`config.mk`:
```
export PLATFORM = sky130hd
export DESIGN_NAME = stream_demux_1to2
export DESIGN_NICKNAME = d
export VERILOG_FILES = /design/src/rtl/demux_pkg.sv /design/src/rtl/demux_out_buf.sv /design/src/rtl/stream_demux_1to2.sv
export SDC_FILE = /design/constraint.sdc
export NUM_CORES = 1
export LEC_CHECK = 0
export CORE_MARGIN = 3
export CORE_UTILIZATION = 51
export DETAILED_ROUTE_END_ITERATION = 10
export PLACE_DENSITY = 0.8
export SYNTH_ARGS = -nofsm -noshare
export SYNTH_HDL_FRONTEND = slang
export SYNTH_SLANG_ARGS = --single-unit
```
`constraint.sdc`:
```
create_clock -name clk -period 1.74 [get_ports clk]
set_input_delay 0.348 -clock clk [delete_from_list [all_inputs] [get_ports clk]]
set_output_delay 0.348 -clock clk [all_outputs]
set_load 0.005 [all_outputs]
```
`src/rtl/demux_pkg.sv`:
```
// demux_pkg -- shared widths and buffer occupancy encoding for stream_demux_1to2.
// Rev 1.0
`default_nettype none

package demux_pkg;
  localparam int DATA_W_DEF = 8;
  localparam int CNT_W_DEF  = 16;

  typedef enum logic [1:0] {
    OCC_EMPTY = 2'd0,
    OCC_ONE   = 2'd1,
    OCC_TWO   = 2'd2
  } occ_t;
endpackage

`default_nettype wire

```
`src/rtl/demux_out_buf.sv`:
```
// demux_out_buf -- 2-entry elastic output buffer; head is always the registered output.
// Rev 1.0
`default_nettype none

module demux_out_buf
  import demux_pkg::*;
#(
  parameter int DATA_W = DATA_W_DEF
) (
  input  logic              clk,
  input  logic              rst_n,
  input  logic              push,
  input  logic [DATA_W-1:0] push_data,
  output logic              full,
  output logic              valid,
  input  logic              ready,
  output logic [DATA_W-1:0] data
);

  occ_t              occ_q, occ_d;
  logic [DATA_W-1:0] head_q, head_d;
  logic [DATA_W-1:0] tail_q, tail_d;
  logic              pop;

  assign pop   = valid & ready;
  assign full  = (occ_q == OCC_TWO);
  assign valid = (occ_q != OCC_EMPTY);
  assign data  = head_q;

  always_ff @(posedge clk or negedge rst_n) begin
    if (!rst_n) begin
      occ_q  <= OCC_EMPTY;
      head_q <= '0;
      tail_q <= '0;
    end else begin
      occ_q  <= occ_d;
      head_q <= head_d;
      tail_q <= tail_d;
    end
  end

  always_comb begin
    occ_d  = occ_q;
    head_d = head_q;
    tail_d = tail_q;
    case (occ_q)
      OCC_EMPTY: begin
        if (push) begin
          occ_d  = OCC_ONE;
          head_d = push_data;
        end
      end
      OCC_ONE: begin
        case ({push, pop})
          2'b10: begin
            occ_d  = OCC_TWO;
            tail_d = push_data;
          end
          2'b01: occ_d = OCC_EMPTY;
          // Head leaves and the incoming beat takes its place in one cycle.
          2'b11: head_d = push_data;
          default: ;
        endcase
      end
      OCC_TWO: begin
        if (pop) begin
          occ_d  = OCC_ONE;
          head_d = tail_q;
        end
      end
      default: occ_d = OCC_EMPTY;
    endcase
  end

endmodule

`default_nettype wire

```
`src/rtl/stream_demux_1to2.sv`:
```
// stream_demux_1to2 -- routes a valid/ready byte stream to port A (sel=1) or B (sel=0).
// Rev 1.0
`default_nettype none

module stream_demux_1to2
  import demux_pkg::*;
#(
  parameter int DATA_W = DATA_W_DEF,
  parameter int CNT_W  = CNT_W_DEF
) (
  input  logic              clk,
  input  logic              rst_n,
  input  logic              s_valid,
  output logic              s_ready,
  input  logic              s_sel,
  input  logic [DATA_W-1:0] s_data,
  output logic              a_valid,
  input  logic              a_ready,
  output logic [DATA_W-1:0] a_data,
  output logic              b_valid,
  input  logic              b_ready,
  output logic [DATA_W-1:0] b_data,
  output logic [CNT_W-1:0]  a_count,
  output logic [CNT_W-1:0]  b_count
);

  logic             full_a, full_b;
  logic             push_a, push_b;
  logic [CNT_W-1:0] a_cnt_q, b_cnt_q;

  // Ready looks only at registered full flags, never at the consumers' ready.
  assign s_ready = rst_n & ~(s_sel ? full_a : full_b);
  assign push_a  = s_valid & s_ready & s_sel;
  assign push_b  = s_valid & s_ready & ~s_sel;

  demux_out_buf #(.DATA_W(DATA_W)) u_buf_a (
    .clk       (clk),
    .rst_n     (rst_n),
    .push      (push_a),
    .push_data (s_data),
    .full      (full_a),
    .valid     (a_valid),
    .ready     (a_ready),
    .data      (a_data)
  );

  demux_out_buf #(.DATA_W(DATA_W)) u_buf_b (
    .clk       (clk),
    .rst_n     (rst_n),
    .push      (push_b),
    .push_data (s_data),
    .full      (full_b),
    .valid     (b_valid),
    .ready     (b_ready),
    .data      (b_data)
  );

  always_ff @(posedge clk or negedge rst_n) begin
    if (!rst_n) begin
      a_cnt_q <= '0;
      b_cnt_q <= '0;
    end else begin
      if (push_a) a_cnt_q <= a_cnt_q + CNT_W'(1);
      if (push_b) b_cnt_q <= b_cnt_q + CNT_W'(1);
    end
  end

  assign a_count = a_cnt_q;
  assign b_count = b_cnt_q;

endmodule

`default_nettype wire

```
==> impl_results.md <==
* Clk root buf: clkbuf_8
* Port Buffers at 64
* CP Capture Type: flop
* Static leakage at roughly 1.9 nW
* Sink Count at 68
* Slew headroom at 0.690
* Launching element type of the critical path: flop
* Share of post-route cells with drive strength above 1 at 0.212
* Logic gate share of total power at 0.243
* Post-Route Setup TNS at 0 ns
* Most common cell after layout, fill and taps aside: dfrtp_1
* First drt pass iteration count at 6
* Outcome: completed
* # setup viols final at 0
* Flop2flop setup slack at between 0.04 and 0.05 ns
* Setup repair after global routing missed its margin: no
* Overflow after GRT at 0
* Crit path cell chain: buf_4 > buf_4 > or3b_1 > buf_6 > mux2_4
* Commonest non-fill, non-tap cells in the layout: dfrtp_1 (66), clkdlybuf4s50_1 (58), nand2_1 (27), xnor2_1 (26), buf_4 (25)
* Number of hold-slack violations in the final timing report at 0
* Peak supply drop at slightly below 0.6 mV
* Highest routing layer actually used: met4
* Tightest Pin Transition at around 0.46 ns
* Number of violations reported at the end of detailed-routing iteration 0 at 73
* Vias in the first global route at roughly 2300
* Multi-input gate area in the final layout at 1340 um2
* Class of the most critical hold timing path: in2async
* Start of the worst register-to-register path: u_buf_b.occ_q[1]$_DFFE_PN0P_
* TritonCTS clock tree: yes
* Power share of the sequential group at 0.493
* Total half-perimeter wirelength after legalization and detailed placement at roughly 4.6 mm
* Endpoint arrival time on the critical path at about 1.9 ns
* Dominant cell type by count on the critical path: buf_4
* Skew-Pair Late Insertion Delay at 0.34 ns
* Routed length per instance at 15.5 um
* Required time at the endpoint of the critical path at about 2 ns
* Vias per inst at between 5 and 6
* Max Buffers Root-to-Sink at 2
* Share of total power in the clock network at 0.264
* Power dissipated by switching net loads at ~1.2 mW
* Switching fraction of total power at 0.270
* Total CTS buffers at 9
* Largest net degree at the start of global routing at 38
* Critical path's slowest cell: or3b_1
* Slowest stage delay, CP at between 0.4 and 0.5 ns
* Wire length of the first global-routing pass at ~11 mm
* Post-detailed-route count of antenna-violating nets at 0
* Number of inserted diodes at 0
* Slew Viols, Final at 0
* Die Footprint at between 7000 and 8000 um2
* Detailed Route WL at between 6 and 7 mm
* Vertical die dimension at roughly 84 um
* Shortest clock period the worst path allows after layout at around 1.7 ns
* Setup CP Type: reg2reg
* Final total power at about 4.3 mW
* Post-Syn Area at roughly 3100 um2
* Flop and latch count out of synthesis at between 60 and 70
* # IOs at 65
* Part of the Yosys area used for sequential elements at 0.551
* Met2 layer wire length in the routed design at between 3 and 4 mm
* Met1 WL at slightly below 3 mm
* Total Nets Final at around 370
* Crit Reg-Reg Endpoint: u_buf_b.tail_q[0]$_DFFE_PN0P_
* Internal Dissipation at roughly 3.2 mW
* Core Footprint at around 5700 um2
* Syn-to-layout area delta at 35.3%
* Gpl congestion at 0.767
* Fraction of the cycle the final worst path needs at 0.975
* Layout filler cell count at between 400 and 500
* Horizontal die dimension at approximately 84 um
* Sequential Area at 1700 um2
* Antenna violations before repair at 0
* Gr usage total at 0.200
* Worst-path fanout max at 9
* Cell variety after synth at 37
* H-tree depth reported by CTS at 3
* Gate count of the mapped netlist at between 200 and 300
* Met3 WL at between 300 and 400 um
* Post-synth ARST share at 1.00
* Yosys synthesis warning count at 0
* Power Density at just over 1000 nW/um2
* DRC at 0
* Fmax at between 500 and 600 MHz
* Floorplan row count at 27
* Initial Utilization at 0.544
* Clock-pin slew on the worst setup and hold paths at about 0.070 ns
* Min Hold Slack at approximately 0.16 ns
* Synthesized Nets at 272
* Post-synthesis area per instance at roughly 12 um2
* Vias after detailed routing at around 2300
* Number of maximum-capacitance constraint violations at 0
* Count of flip-flops with a built-in enable after synthesis at 0
* Top FF cell, synth: dfrtp_1
* FF-to-FF path depth at 5
* Layout Skew at a little over 0.004 ns
[critical path, delay by kind of cell (launching register included)]
kind | cells | cell delay, ns
buffers and inverters | 3 | 0.48
AND/OR/NAND/NOR | 1 | 0.42
flip-flops | 1 | 0.38
multiplexers | 1 | 0.30
[cell families after synthesis]
group / synth area share
compound gates: 0.0547
xor+xnor: 0.0879
flops: 0.551
mux: 0.106
fa+ha+maj: 0.00810
buf+inv: 0.0186
simple gates: 0.174
[synth_stat cells, drive strengths merged (3+ instances only)]
cell type,n,share of area
clkbuf,4,0.0053
a21oi,10,0.016
nor2,21,0.026
and3,5,0.010
nand2,27,0.033
mux2i,9,0.029
buf,6,0.013
xor2,5,0.014
nand4,7,0.014
and4,5,0.014
nand3b,3,0.011
xnor2,26,0.074
mux2,18,0.077
a31oi,8,0.016
dfrtp,68,0.55
nand3,12,0.024
[power groups by stage]
stage / Combinational [mW] / Clock (mW) / Sequential (mW)
6_report: 1.05 / 1.14 / 2.14
5_1_grt: 1.16 / 1.24 / 2.19
4_1_cts: 1.07 / 1.17 / 2.14
3_5_place_dp: 1.06 / 0 / 2.16
3_3_place_gp: 1.02 / 0 / 2.15
2_1_floorplan: 0.436 / 0 / 2.13
[registers in the layout, summed over array words and instances, names as in the netlist]
name,count
a_count,16
b_count,16
u_buf_a.data,8
u_buf_a.tail_q,8
u_buf_b.data,8
u_buf_b.tail_q,8
u_buf_a.occ_q,2
u_buf_b.occ_q,2
[layout make-up]
type,instances,share of cell area
Clock buffer,13,0.0380
Clock inverter,2,0.00240
Multi-Input combinational cell,178,0.322
Sequential cell,68,0.408
Tap cell,72,0.0216
Timing Repair Buffer,92,0.208
[worst max path at each step]
stage / startpoint / endpoint / slack [ns]
2_1_floorplan: u_buf_b.occ_q[1]$_DFFE_PN0P_ / b_count[1]$_DFFE_PN0P_ / 0.19
3_3_place_gp: s_sel / s_ready / -0.31
3_5_place_dp: s_sel / s_ready / -0.36
4_1_cts: u_buf_a.occ_q[0]$_DFFE_PN0P_ / s_ready / -0.05
5_1_grt: u_buf_b.occ_q[1]$_DFFE_PN0P_ / b_count[13]$_DFFE_PN0P_ / 0.005
6_report: u_buf_b.occ_q[1]$_DFFE_PN0P_ / u_buf_b.tail_q[0]$_DFFE_PN0P_ / 0.04
[what timing repair did]
| action | in CTS | in global routing |
|---|---|---|
| setup buffers | 4 | 1 |
| resized for setup | 7 | 7 |
| hold buffers | 0 | 0 |
| setup endpoints to repair | 3 | 14 |
| hold endpoints to repair | 0 | 0 |
[per-stage QoR]
step / instance area [um2] / util / std cells / setup slack (ns)
global placement: 3950 / 0.697 / 405 / -0.307
CTS: 4160 / 0.733 / 424 / -0.0461
floorplan: 3090 / - / 256 / 0.192
detailed placement: 3950 / 0.697 / 405 / -0.358
global route: 4180 / 0.736 / 425 / 0.00544
finish: 4180 / 0.736 / 425 / 0.0427
[layer usage]
layer / global-route usage / vias to the layer above
met1: 0.254 / 1092
met3: 0.0464 / 17
met5: 0 / -
li1: - / 1079
met4: 0.110 / 0
met2: 0.317 / 70
(Power assumes the default switching activity.)
